**config.mk**
```make
export PLATFORM = sky130hd
export DESIGN_NAME = palette_arbiter
export DESIGN_NICKNAME = d
export VERILOG_FILES = /design/src/rtl/palette_pkg.sv /design/src/rtl/palette_arbiter_rr_pick.sv /design/src/rtl/palette_arbiter.sv
export SDC_FILE = /design/constraint.sdc
export NUM_CORES = 1
export LEC_CHECK = 0
export ABC_AREA = 1
export BUFFER_PORTS_ARGS = -buffer_cell sky130_fd_sc_hd__buf_2
export CAP_MARGIN = 20
export CORE_MARGIN = 2
export CORE_UTILIZATION = 45
export CTS_CLUSTER_SIZE = 25
export DETAILED_ROUTE_END_ITERATION = 10
export GPL_ROUTABILITY_DRIVEN = 0
export HOLD_SLACK_MARGIN = 0.1
export PLACE_DENSITY = 0.76
export SYNTH_ARGS = -nofsm -noshare
export SYNTH_HDL_FRONTEND = slang
export SYNTH_SLANG_ARGS = --single-unit
```
**constraint.sdc**
```tcl
create_clock -name clk -period 2.2 [get_ports clk]
set_input_delay 0.11 -clock clk [delete_from_list [all_inputs] [get_ports clk]]
set_output_delay 0.11 -clock clk [all_outputs]
set_load 0.05 [all_outputs]
```
**src/rtl/palette_pkg.sv**
```systemverilog
// Shared types and defaults for the palette arbiter: arbitration state and
// an RGB triple at the default channel width.
package palette_pkg;

   localparam int DEFAULT_IDX_W   = 4;
   localparam int DEFAULT_COLOR_W = 4;

   typedef enum logic {
      IDLE   = 1'b0,
      LOCKED = 1'b1
   } arb_state_t;

   typedef struct packed {
      logic [DEFAULT_COLOR_W-1:0] red;
      logic [DEFAULT_COLOR_W-1:0] green;
      logic [DEFAULT_COLOR_W-1:0] blue;
   } rgb_t;

endpackage

```
**src/rtl/palette_arbiter_rr_pick.sv**
```systemverilog
// Combinational round-robin picker: first set bit of req at or above ptr,
// wrapping modulo N, returned as a one-hot grant.
module rr_pick #(
   parameter int N     = 4,
   parameter int PTR_W = $clog2(N)
) (
   input  logic [N-1:0]     req,
   input  logic [PTR_W-1:0] ptr,
   output logic [N-1:0]     grant,
   output logic             any
);

   logic [PTR_W-1:0] idx;

   always_comb begin
      grant = '0;
      any   = 1'b0;
      idx   = '0;
      for (int k = 0; k < N; k++) begin
         idx = PTR_W'((int'(ptr) + k) % N);
         if (!any && req[idx]) begin
            grant[idx] = 1'b1;
            any        = 1'b1;
         end
      end
   end

endmodule

```
**src/rtl/palette_arbiter.sv**
```systemverilog
// Round-robin, burst-locked sharing of one palette ROM between N_REQ renderers,
// with a 2-stage registered lookup pipeline tagged by requester.
//
// Handshake: a lookup from requester i is accepted on a rising edge where
// req_valid[i] & req_ready[i]; req_ready may depend on req_valid in the same
// cycle, responses carry no backpressure and must always be accepted.
module palette_arbiter
   import palette_pkg::*;
#(
   parameter int N_REQ           = 4,
   parameter int IDX_W           = DEFAULT_IDX_W,
   parameter int COLOR_W         = DEFAULT_COLOR_W,
   parameter int TRANSPARENT_IDX = 0
) (
   input  logic                   clk,
   input  logic                   reset_n,
   input  logic                   en,
   input  logic [N_REQ-1:0]       req_valid,
   input  logic [N_REQ-1:0]       req_last,
   input  logic [N_REQ*IDX_W-1:0] req_index,
   output logic [N_REQ-1:0]       req_ready,
   output logic [IDX_W-1:0]       pal_index,
   input  logic [COLOR_W-1:0]     pal_red,
   input  logic [COLOR_W-1:0]     pal_green,
   input  logic [COLOR_W-1:0]     pal_blue,
   output logic [N_REQ-1:0]       rsp_valid,
   output logic [COLOR_W-1:0]     rsp_red,
   output logic [COLOR_W-1:0]     rsp_green,
   output logic [COLOR_W-1:0]     rsp_blue,
   output logic                   rsp_transparent,
   output logic                   busy,
   output arb_state_t             dbg_state
);

   localparam int PTR_W = $clog2(N_REQ);

   function automatic logic [PTR_W-1:0] ptr_inc(input logic [PTR_W-1:0] p);
      return (int'(p) == N_REQ - 1) ? '0 : p + 1'b1;
   endfunction

   arb_state_t         state_q, state_d;
   logic [PTR_W-1:0]   rr_ptr_q, rr_ptr_d;
   logic [PTR_W-1:0]   owner_q, owner_d;
   logic               s1_v_q, s1_v_d;
   logic [PTR_W-1:0]   s1_id_q, s1_id_d;
   logic [IDX_W-1:0]   pal_index_q, pal_index_d;
   logic [N_REQ-1:0]   rsp_valid_q, rsp_valid_d;
   logic [COLOR_W-1:0] rsp_red_q, rsp_red_d;
   logic [COLOR_W-1:0] rsp_green_q, rsp_green_d;
   logic [COLOR_W-1:0] rsp_blue_q, rsp_blue_d;
   logic               rsp_transp_q, rsp_transp_d;

   logic [N_REQ-1:0]   pick_grant;
   logic               pick_any;
   logic [N_REQ-1:0]   hs_vec;
   logic               hs;
   logic [PTR_W-1:0]   hs_id;
   logic               hs_last;
   logic [IDX_W-1:0]   hs_index;

   rr_pick #(
      .N     (N_REQ),
      .PTR_W (PTR_W)
   ) u_rr_pick (
      .req   (req_valid),
      .ptr   (rr_ptr_q),
      .grant (pick_grant),
      .any   (pick_any)
   );

   // Grant and handshake decode; ready is held low during reset.
   always_comb begin
      req_ready = '0;
      hs_id     = '0;
      if (reset_n && en) begin
         if (state_q == IDLE) begin
            if (pick_any) begin
               req_ready = pick_grant;
            end
         end else begin
            req_ready[owner_q] = req_valid[owner_q];
         end
      end
      hs_vec = req_ready & req_valid;
      hs     = |hs_vec;
      for (int i = 0; i < N_REQ; i++) begin
         if (hs_vec[i]) begin
            hs_id = PTR_W'(i);
         end
      end
      hs_last  = req_last[hs_id];
      hs_index = req_index[int'(hs_id)*IDX_W +: IDX_W];
   end

   // Arbitration FSM: a non-final handshake locks onto its requester, a final
   // one releases and moves the round-robin pointer past it.
   always_comb begin
      state_d  = state_q;
      rr_ptr_d = rr_ptr_q;
      owner_d  = owner_q;
      if (hs) begin
         if (hs_last) begin
            state_d  = IDLE;
            rr_ptr_d = ptr_inc(hs_id);
         end else begin
            state_d = LOCKED;
            owner_d = hs_id;
         end
      end
   end

   // Lookup pipeline: stage 1 presents the index to the ROM, stage 2 captures colour.
   always_comb begin
      s1_v_d       = hs;
      s1_id_d      = hs ? hs_id : s1_id_q;
      pal_index_d  = hs ? hs_index : pal_index_q;
      rsp_valid_d  = '0;
      rsp_red_d    = rsp_red_q;
      rsp_green_d  = rsp_green_q;
      rsp_blue_d   = rsp_blue_q;
      rsp_transp_d = rsp_transp_q;
      if (s1_v_q) begin
         rsp_valid_d[s1_id_q] = 1'b1;
         rsp_red_d            = pal_red;
         rsp_green_d          = pal_green;
         rsp_blue_d           = pal_blue;
         rsp_transp_d         = (pal_index_q == IDX_W'(TRANSPARENT_IDX));
      end
   end

   always_ff @(posedge clk) begin
      if (!reset_n) begin
         state_q      <= IDLE;
         rr_ptr_q     <= '0;
         owner_q      <= '0;
         s1_v_q       <= 1'b0;
         s1_id_q      <= '0;
         pal_index_q  <= '0;
         rsp_valid_q  <= '0;
         rsp_red_q    <= '0;
         rsp_green_q  <= '0;
         rsp_blue_q   <= '0;
         rsp_transp_q <= 1'b0;
      end else begin
         state_q      <= state_d;
         rr_ptr_q     <= rr_ptr_d;
         owner_q      <= owner_d;
         s1_v_q       <= s1_v_d;
         s1_id_q      <= s1_id_d;
         pal_index_q  <= pal_index_d;
         rsp_valid_q  <= rsp_valid_d;
         rsp_red_q    <= rsp_red_d;
         rsp_green_q  <= rsp_green_d;
         rsp_blue_q   <= rsp_blue_d;
         rsp_transp_q <= rsp_transp_d;
      end
   end

   assign pal_index       = pal_index_q;
   assign rsp_valid       = rsp_valid_q;
   assign rsp_red         = rsp_red_q;
   assign rsp_green       = rsp_green_q;
   assign rsp_blue        = rsp_blue_q;
   assign rsp_transparent = rsp_transp_q;
   assign busy            = (state_q == LOCKED) || s1_v_q || (|rsp_valid_q);
   assign dbg_state       = state_q;

endmodule

```
# Word-level counts from Yosys, hierarchy flattened
# Cells that the tools add are included.
# classes
mul	0
shifts	1
div	0
bitwise_logic	6
order_cmp	13
addsub	4
n_eq_ne	1
reduce_logical	21
muxes	40
# ops
op	count
$mux 4	7
$lt 2x3->1 const B	7
$mux 1	18
$shiftx 16x5->4	1
$bmux 1 s2	6
$demux 1 s2	6
$ge 2x1->1 const B	6
$or 4x4->4	3
$logic_and 1x1->1	10
$and 4x4->4	2
$reduce_or 4->1	2
$mux 2	3
$reduce_and 2->1	3
$add 2x1->2 const B	2
$add 2x2->2 const B	2
$logic_not 4->1	1
$logic_not 1->1	3
$eq 2x1->1 const B	1
$logic_or 1x1->1	2
$not 1->1	1
# word_totals
latchBits	0
mem_bits_ro	0
memories	0
input_bits	39
regBits	29
ramBits	0
out_inout_bits	27
word_cells	97

# Logic depth before layout (Yosys ltp)
# Gate-level depths: netlist (run 1).
# logic_depth
depth_word	23
ltp_mapped	20

# Hierarchy
# A second synthesis (run 1) with hierarchy kept.
# unflattened
cells_unflattened	279
hier_area_um2	1858.0
# by_module_without_submodules
module	area_each_um2	cells_per_inst	seq_area_each_um2	n_inst
palette_arbiter	1438.9	203	580.6	1
rr_pick	419.2	76	0.0	1

# Worst setup path before layout (run 1)
# No wires, ideal clock.
# synth_timing
path_kind	register to register
from	register rr_ptr_q[0]
to	register owner_q[0]
path_stages_with_launch	19
path_slack_ns	-0.244
arrival_time_ns	2.328
required_time_ns	2.085
path_cell_list	dfxtp_1 > inv_2 > ha_1 > inv_1 > nand3_1 > nand2_1 > nand4_4 > o211ai_2 > nand2_4 > nor2_8 > nand2_2 > nand2_4 > nand2_2 > nand2_2 > nand2_2 > nand2_2 > nand2_1 > nand2_1 > nor2_2
# synth_via
elab_chain_cells	23
# synth_lines
item	line	rtl
start: declaration	palette_arbiter.sv:42	logic [PTR_W-1:0] rr_ptr_q, rr_ptr_d;
start signal: assignment	palette_arbiter.sv:146	rr_ptr_q <= rr_ptr_d;
parallel branches: the longest is 12 deep, another holds $lt 2x3->1	-	
$mux 4 *	palette_arbiter.sv:77	if (pick_any) begin
$mux 4 *	palette_arbiter.sv:76	if (state_q == IDLE) begin
$mux 4 *	palette_arbiter.sv:75	if (reset_n && en) begin
$and 4x4->4 *	palette_arbiter.sv:84	hs_vec = req_ready & req_valid;
$mux 1	palette_arbiter.sv:87	if (hs_vec[i]) begin
$mux 2 (2 in series)	palette_arbiter.sv:87	
$bmux 1 s2	palette_arbiter.sv:91	hs_last = req_last[hs_id];
$mux 1 (implied by the code)	palette_arbiter.sv:91	
$not 1->1 (no line)	-	
$reduce_and 2->1 (no line)	-	
end signal: assignment	palette_arbiter.sv:147	owner_q <= owner_d;
end: declaration	palette_arbiter.sv:43	logic [PTR_W-1:0] owner_q, owner_d;
# Every way passes the cells marked *. The select of a mux whose other input is x is not followed.
# A chain may end at the register's enable or synchronous reset.

# Worst setup path in the final report (run 1)
# layout_timing
from	register rr_ptr_q[0]
to	register pal_index_q[1], in the netlist pal_index[1]
# layout_via
elab_chain_cells	20
# layout_lines
item	line	rtl
parallel branches: the longest is 12 deep, another holds $lt 2x3->1	-	
$mux 4 *	palette_arbiter.sv:77	
$mux 4 *	palette_arbiter.sv:76	
$mux 4 *	palette_arbiter.sv:75	
$and 4x4->4 *	palette_arbiter.sv:84	
$mux 1	palette_arbiter.sv:87	
$mux 2 (2 in series)	palette_arbiter.sv:87	
$shiftx 16x5->4	palette_arbiter.sv:92	hs_index = req_index[int'(hs_id)*IDX_W +: IDX_W];
end signal: assignment	palette_arbiter.sv:150	pal_index_q <= pal_index_d;
end: declaration	palette_arbiter.sv:46	logic [IDX_W-1:0] pal_index_q, pal_index_d;
# Marked as above.

==> flow_summary_export.csv, run 1 <==
group,metric,value,unit
die,core,3940,um^2
global_routing,grtUsageMet3,7.00,%
die,rows,23,
finish,multi_input_area,1360,um^2
timing,finalMaxSlewViolations,0,
routing,viasPerCell,5.20,
routing,ant_nets,0,
routing,drt_iter0_drc,137,
finish,drive_gt1_share,46.7,%
placement,placed_cells,385,
placement,place_ws,-54.1,ps
power,powerDensity,956,nW/um^2
finish,antenna_cells,0,
critical_path,required,2360,ps
timing,fmax,0.437,GHz
finish,regArea,586,um^2
clock_tree,clk_latency,270,ps
yosys,yosysUniqueCellTypes,29,
timing,whs,259,ps
timing,period_minus_slack,2290,ps
global_routing,grt_pass1_wl,8380,um
yosys,yosys_warnings,0,
critical_path,endpoint_kind,"register",
global_routing,gr-usage-met1,28.8,%
die,dieArea,4590,um^2
routing,dr.pass1.iters,4,
timing,final.period_utilization,104,%
yosys,synth_top_area_share,31.7,%
yosys,syn_nets,309,
finish,fin_nets,413,
global_routing,grt_max_degree,22,
clock_tree,cts.clk_slew.worst_paths,60,ps
placement,portBuffers,65,
global_routing,antenna_found_initial,0,
global_routing,grtUsageMet2,40.4,%
timing,worstMarginPinSlew,399,ps
die,start_util,46.4,%
clock_tree,htreeDepth,2,
critical_path,arrival,2440,ps
yosys,ys_seq_elements,29,
routing,drc,0,
timing,worst_slack,-86.5,ps
critical_path,crit_path_start_kind,"register",
hold_path,hold_path_class,"primary input to register",
yosys,avgSynthCellArea,6.96,um^2
yosys,synth_top_area_cell,"dfxtp_1",
timing,setup-tns-final,-449,ps
finish,syn_to_final_growth,57.8,%
power,p_leak,1.45,nW
finish,fin_util,73.2,%
timing,slew-limit-headroom,73.4,%
global_routing,grt-ovfl-total,0,
finish,fill_cells,282,
yosys,syn-cell-area,1830,um^2
timing,hold_viol,0,
yosys,synth_area_leaders,"dfxtp_1 (32%), nor2_1 (10%), nand2_1 (10%)",
yosys,netlist_instances,263,
global_routing,grt_pass1_vias,1952,
critical_path,worstPathMaxFanout,4,
die,die_h,67.8,um
die,ios,66,
global_routing,top_usage_layer,"met2",
finish,final_cells,418,
routing,avgRoutedWirePerCell,14.0,um
timing,rsz0062_at_grt,"yes",
clock_tree,root_buffer,"clkbuf_8",
run_status,status,"finished with violations",
clock_tree,cts_max_path_buffers,2,
placement,hpwl,3630,um
finish,fin_area,2890,um^2
timing,fin_skew,2.13,ps
die,die_x,67.8,um
clock_tree,cts.sinks,29,
yosys,ys_seq_area_share,31.7,%
clock_tree,cts_made_buffers,5,
routing,vias,2172,
placement,post_dp_cell_area,2290,um^2
run_status,violations,"negative setup slack",
critical_path,crit_type,"register to register",
run,max_cap_violations,0,
timing,setup_viol,10,
power,irDropWorstVdd,737,uV
clock_tree,cts_tree,"built",
power,p_total,2.76,mW
routing,finalWirelength,5840,um
global_routing,grt_usage,23.9,%
sequential cells by signal, summed over array words and instances, names as in the netlist:
signal	flops
rsp_blue	4
rsp_red	4
rsp_transparent	1
rsp_valid	4
s1_v_q	1
s1_id_q	2
owner_q	2
rr_ptr_q	2
pal_index	4
dbg_state	1
rsp_green	4
critical path, stage by stage (launching register included):
cell      delay (ps)
dfxtp_4          360
inv_4             40
ha_4             300
inv_4             50
nand3_4           60
nand2_4           70
nand3_4          140
nor2_2            60
nor2_2           120
o211ai_2         110
nand2_4          110
nor2_8            50
nand2_4          110
buf_4            140
nand2_4           60
nor2_1           110
o21ai_2           80
nor2_2           130
nor2_1            70
cell type report:
type | instances | share of cell area (%)
multi-input combinational | 201 | 47.1
timing repair buffer | 99 | 21.9
sequential | 29 | 20.3
inverter | 31 | 4.55
clock buffer | 7 | 2.99
tap | 50 | 2.17
clock inverter | 1 | 1.04
report_power, final:
group          internal (mW)  switching (mW)  total [mW]
logic                  0.465            1.04        1.51
registers              0.632          0.0637       0.695
clock network          0.369           0.189       0.558
cell families after synthesis:
group	share of synthesized area [%]
flops	31.7
simple gates	41.5
compound gates	13.4
fa+ha+maj	4.79
buf+inv	8.55
final timing paths:
check,from,to,slack (ps),cells after the start
setup reg to reg,rr_ptr_q[0],pal_index[1],-90,18
hold reg to reg,rsp_blue[2],rsp_blue[2],500,2
setup / recovery,rr_ptr_q[0],pal_index[1],-90,18
hold / removal,req_index[11],pal_index[3],260,5
timing repair:
action	CTS	global route
hold buffers	11	1
endpoints found under the setup margin	5	12
setup buffers	3	7
pin swaps	14	38
hold endpoints to repair	11	1
resized for setup	18	57
cloned	3	0
layer usage:
| layer | vias up | wire length, um |
|---|---|---|
| met1 | 1026 | 2320 |
| met4 | 0 | 148 |
| met2 | 66 | 3110 |
| met3 | 14 | 264 |
| li1 | 1066 | - |
| met5 | - | 0 |
cells in the final DEF (no fill, tap or decap), types with 6 or more instances in the layout:
master,instances
nand2_1,32
buf_4,18
a21oi_1,10
nand3_4,9
inv_1,22
clkbuf_8,6
nor2_1,41
dlygate4sd3_1,12
nand2_4,12
nand2_2,16
buf_2,64
dfxtp_1,27
o21ai_0,19
ha_1,6
nand3_1,11
nor2_2,9
cells in the mapped netlist, drive strengths merged:
cell    number
nor4         1
nand3       24
ha           7
o22ai        2
o211ai       5
dfxtp       29
or4          1
nor2        53
buf          3
a21oi       12
nor3         6
o21ai       25
clkbuf       2
nand2       60
inv         31
nand4        2
No activity file was read; power rests on OpenSTA's default activity.
==> run 2, diff against run 1 <==
CORE_UTILIZATION = 48   (was 45)
PLACE_DENSITY = 0.78   (was 0.76)
clock period = 2.45 ns   (was 2.2 ns; I/O delays follow)
==> run 2 against run 1 <==
Effect of this change: non-clock buffer count shrank 12; flip-flop and latch count is the same; core utilization shrank 3.7 points; final area shrank 12%; the flow now finishes without violations; largest cell class unchanged; largest power group unchanged.
==> flow_summary_export.csv, run 2 (synthesis results as in run 1) <==
group,metric,value,unit
run_status,status,"completed",
timing,fmax,0.442,GHz
finish,fill_cells,312,
finish,multi_input_area,1150,um^2
critical_path,cpMostUsedCell,"nand2_2",
global_routing,grt-ovfl-total,0,
clock_tree,cts_made_buffers,5,
finish,drive_gt1_share,34.7,%
finish,fin_nets,398,
hold_path,hold_path_class,"primary input to register",
routing,dr.pass1.iters,5,
routing,viasPerCell,4.95,
power,irDropWorstVdd,482,uV
clock_tree,cts_tree,"built",
finish,fin_util,69.5,%
routing,ant_nets,0,
critical_path,crit_type,"register to register",
clock_tree,htreeDepth,2,
power,powerDensity,854,nW/um^2
critical_path,endpoint_kind,"register",
timing,fin_skew,3.45,ps
timing,worstMarginPinSlew,459,ps
run,max_cap_violations,0,
global_routing,grt_usage,24.8,%
clock_tree,cts.clk_slew.worst_paths,60,ps
die,rows,22,
routing,finalWirelength,5030,um
routing,drc,0,
timing,slew-limit-headroom,69.3,%
routing,vias,1980,
finish,antenna_cells,0,
critical_path,required,2620,ps
finish,regArea,581,um^2
timing,setup_viol,0,
finish,syn_to_final_growth,39.1,%
timing,hold_viol,0,
clock_tree,clk_latency,280,ps
global_routing,grt_pass1_vias,1927,
critical_path,slowest_delay,340,ps
clock_tree,cts_max_path_buffers,2,
timing,setup-tns-final,0,ps
global_routing,grt_pass1_wl,8290,um
critical_path,cp_cell_sequence,"inv_2 > buf_4 > nand2_1 > nand3_2 > nand2_4 > nand4_4 > o211ai_4 > nand2_4 > nor2_8 > nand2_2 > nand2_4 > nand2_2 > nand2_2 > nand2_2 > nand2_2 > nand2_1 > nand2_1 > nor2_2",
die,core,3660,um^2
routing,drt_iter0_drc,121,
die,dieArea,4320,um^2
timing,finalMaxSlewViolations,0,
routing,avgRoutedWirePerCell,12.6,um
die,ios,66,
die,die_x,65.7,um
critical_path,cp_slowest_cell,"dfxtp_1",
power,p_leak,1.31,nW
timing,final.period_utilization,92.2,%
die,die_h,65.7,um
timing,period_minus_slack,2260,ps
finish,layout_commonest_cell,"buf_2",
clock_tree,root_buffer,"clkbuf_8",
global_routing,antenna_found_initial,0,
critical_path,arrival,2430,ps
placement,hpwl,3550,um
die,start_util,50.0,%
critical_path,crit_path_start_kind,"register",
critical_path,worstPathMaxFanout,9,
finish,mostFrequentLayoutCells,"buf_2 (65), nor2_1 (48), nand2_1 (46)",
clock_tree,cts.sinks,29,
placement,portBuffers,65,
global_routing,grt_max_degree,22,
==> run 2: area by class of cell <==
| type | instances | share of cell area [%] |
|---|---|---|
| Multi-Input combinational cell | 198 | 45.2 |
| Sequential cell | 29 | 22.8 |
| Timing Repair Buffer | 87 | 21.4 |
| Inverter | 31 | 4.77 |
| Clock buffer | 7 | 3.39 |
| Tap cell | 48 | 2.36 |
==> run 2: worst paths after layout <==
kind,start,endpoint,slack [ps],cells after the start
max reg2reg,rr_ptr_q[0],owner_q[0],190,18
min,req_index[7],pal_index[3],200,5
min reg2reg,rsp_green[1],rsp_green[1],490,2
max,rr_ptr_q[0],owner_q[0],190,18
==> run 2: routing by layer <==
metal  track usage [%]  up-vias  routed length (um)
met4              7.81        0                  76
met3              6.16       10                 238
met2              44.4       65                2620
met1              28.8      881                2090
li1                  -     1024                   -
met5                 0        -                   0
==> run 2: timing repair <==
action | in CTS | in global routing
hold buffers | 12 | 0
pin swaps | 1 | 2
endpoints found under the setup margin | 2 | 11
buffers inserted | 1 | 4
resized for setup | 2 | 12
gates cloned | 0 | 0
endpoints found under the hold margin | 12 | 0
==> run 2: stage by stage <==
step | cell area (um^2) | hold slack, ps | cells | setup slack [ps] | power (mW)
after CTS | 2440 | 201 | 396 | 11.0 | 2.11
final | 2540 | 201 | 400 | 190 | 2.17
after global routing | 2540 | 226 | 400 | -5.49 | 2.32
after detailed placement | 2210 | 352 | 376 | -26.1 | 1.70
after floorplan | 1830 | 257 | 263 | 6.35 | 1.46
after global placement | 2210 | 343 | 376 | -1.68 | 1.69
==> run 2: report_power, final <==
group | switching [mW] | internal, mW | leakage [nW]
sequential | 0.0710 | 0.566 | 0.237
clock | 0.163 | 0.222 | 0.0443
combinational | 0.808 | 0.343 | 1.03
==> run 2: worst max-delay path: cells and delay by family, from the launching register on <==
kind            cells  cell delay, ps
simple gates       15            1350
flops               1             340
compound gates      1             230
buf+inv             2             220
==> run 3, diff against run 2 <==
ABC_AREA = default   (was 1)
PLACE_DENSITY = 0.77   (was 0.78)
==> run 3 against run 2 <==
Effect of this change: clock power is 2% higher; worst setup slack worse by 570 ps; die area increased by 5.0%; core utilization increased by 11 points; the flow now finishes with violations (negative setup slack); worst hold slack worse by 100 ps; via count rose by 20%; sequential power shrank 11%.
==> flow_summary_export.csv, run 3 <==
group,metric,value,unit
run_status,status,"finished with violations",
run_status,violations,"negative setup slack",
yosys,syn-cell-area,1930,um^2
die,dieArea,4540,um^2
routing,drt_iter0_drc,242,
finish,drive_gt1_share,50.1,%
routing,viasPerCell,5.79,
timing,fmax,0.354,GHz
critical_path,worstReg2RegEnd,"rr_ptr_q[0]",
critical_path,required,2620,ps
timing,hold_viol,0,
clock_tree,htreeDepth,2,
critical_path,slowest_delay,380,ps
run,max_cap_violations,0,
yosys,synth_top_area_cell,"dfxtp_1",
finish,fin_area,3190,um^2
yosys,async_flop_share,0,%
hold_path,hp-start,"pal_blue[2]",
critical_path,r2r_start,"rr_ptr_q[0]",
critical_path,path_delay_family,"compound AO/OA/AOI/OAI gates",
timing,rsz0062_at_grt,"yes",
clock_tree,cts_max_path_buffers,2,
placement,hpwl,4150,um
hold_path,hold_path_class,"primary input to register",
clock_tree,cts_tree,"built",
global_routing,grt-ovfl-total,0,
clock_tree,root_buffer,"clkbuf_8",
timing,finalMaxSlewViolations,0,
critical_path,crit_end,"rr_ptr_q[0]",
critical_path,crit_start,"rr_ptr_q[0]",
critical_path,worstRegToRegCells,11,
critical_path,path_depth,11,
routing,vias,2370,
global_routing,grt_pass1_vias,2109,
critical_path,crit_path_start_kind,"register",
timing,period_minus_slack,2830,ps
critical_path,arrival,2990,ps
yosys,synth_edf_count,0,
yosys,ys.flop_type,"dfxtp_1",
placement,post_dp_cell_area,2640,um^2
hold_path,holdPathStages,3,
routing,drc,0,
routing,ant_nets,0,
die,ios,66,
timing,worst_slack,-376,ps
yosys,ys_seq_area_share,30.1,%
yosys,synth_area_leaders,"dfxtp_1 (30%), mux2i_1 (11%), nor2_1 (5.1%)",
placement,portBuffers,65,
critical_path,endpoint_kind,"register",
yosys,yosys_warnings,0,
yosys,avgSynthCellArea,8.68,um^2
global_routing,grt_pass1_wl,9770,um
critical_path,cp_slowest_cell,"dfxtp_4",
die,die_h,67.4,um
die,core,3940,um^2
yosys,synth_top_area_share,30.1,%
critical_path,worstPathMaxFanout,7,
die,rows,23,
yosys,synth_most_common_cell,"dfxtp_1",
timing,setup_viol,16,
timing,final.period_utilization,115,%
yosys,ys_seq_elements,29,
routing,finalWirelength,7340,um
timing,worstMarginPinSlew,616,ps
power,p_leak,1.47,nW
critical_path,crit_type,"register to register",
clock_tree,clk_latency,290,ps
die,die_x,67.4,um
finish,fin_nets,404,
finish,layout_commonest_cell,"buf_2",
critical_path,rrSetupSlack,-380,ps
clock_tree,cts.sinks,29,
finish,mostFrequentLayoutCells,"buf_2 (61), buf_4 (55), dfxtp_1 (27)",
power,powerDensity,580,nW/um^2
timing,setup-tns-final,-4280,ps
critical_path,cp_cell_sequence,"inv_4 > ha_4 > mux4_2 > buf_4 > a21o_1 > o22ai_1 > nand2_2 > a21oi_4 > nand2_1 > o311ai_1 > a21oi_1",
timing,slew-limit-headroom,58.9,%
finish,antenna_cells,0,
global_routing,antenna_found_initial,0,
critical_path,crit_buf_inv,2,
clock_tree,cts_made_buffers,5,
finish,fin_util,80.8,%
yosys,netlist_instances,222,
yosys,syn_nets,268,
clock_tree,cts.clk_slew.worst_paths,70,ps
routing,dr.pass1.iters,5,
power,irDropWorstVdd,449,uV
timing,fin_skew,7.50,ps
global_routing,grt_max_degree,19,
die,start_util,48.9,%
global_routing,grt_usage,29.4,%
routing,avgRoutedWirePerCell,17.9,um
finish,syn_to_final_growth,65.4,%
yosys,synth_common_cells,"dfxtp_1 (29), nor2_1 (26), nand2_1 (24)",
yosys,yosysUniqueCellTypes,57,
-- run 3: worst min-delay path by stage --
stage	to
2_1_floorplan	pal_index[1]
3_3_place_gp	rsp_blue[2]
3_5_place_dp	pal_index[1]
4_1_cts	rsp_blue[2]
5_1_grt	pal_index[1]
6_report	rsp_blue[2]
-- run 3: what timing repair did --
action,4_1_cts,5_1_grt
gates resized for setup,25,20
buffers inserted,11,8
hold buffers,13,0
endpoints found under the hold margin,13,0
setup endpoints to repair,16,16
pin swaps,16,19
-- run 3: area by class of cell --
| type | instances | area [um^2] |
|---|---|---|
| well taps | 50 | 62.6 |
| clock buffers | 5 | 68.8 |
| inverters | 15 | 61.3 |
| flip-flops and latches | 29 | 588 |
| clock inverters | 3 | 16.3 |
| fillers | 225 | 756 |
| repair buffers | 138 | 950 |
| multi-input cells | 169 | 1440 |
-- run 3: kinds of logic (layout without fill, tap and decap cells) --
logic type      count (synthesis)  in the layout  synth area share [%]
simple gates                   78             78                  20.2
compound gates                 58             58                  24.2
flops                          29             29                  30.1
mux                            26             26                  15.8
buf+inv                        24            161                  5.19
fa+ha+maj                       7              7                  4.55
-- run 3: per-layer routing --
layer	wire (um)	share of wire, %	GRT usage, %	vias up
li1	-	-	-	1078
met1	2760	38	34.3	1118
met2	3730	51	52.0	150
met3	547	7.5	5.50	24
met4	299	4.1	13.3	0
met5	0	0	0	-
-- run 3: tightest hold or removal path, cell delays in order --
cell and delay (ps):
buf_2 80, mux2i_1 60, nor2_1 80
-- run 3: metrics by stage --
step | hold slack (ps) | cells | total power, mW | worst slack, ps
global route | 123 | 409 | 1.91 | -452
detailed placement | 366 | 370 | 1.28 | -329
finish | 99.7 | 409 | 1.85 | -376
floorplan | 266 | 222 | 1.05 | -292
global placement | 359 | 370 | 1.27 | -335
CTS | 111 | 401 | 1.76 | -269
-- run 3: power by group --
group | internal, mW | switching [mW]
clock | 0.196 | 0.196
combinational | 0.377 | 0.511
sequential | 0.517 | 0.0491
total | 1.09 | 0.757
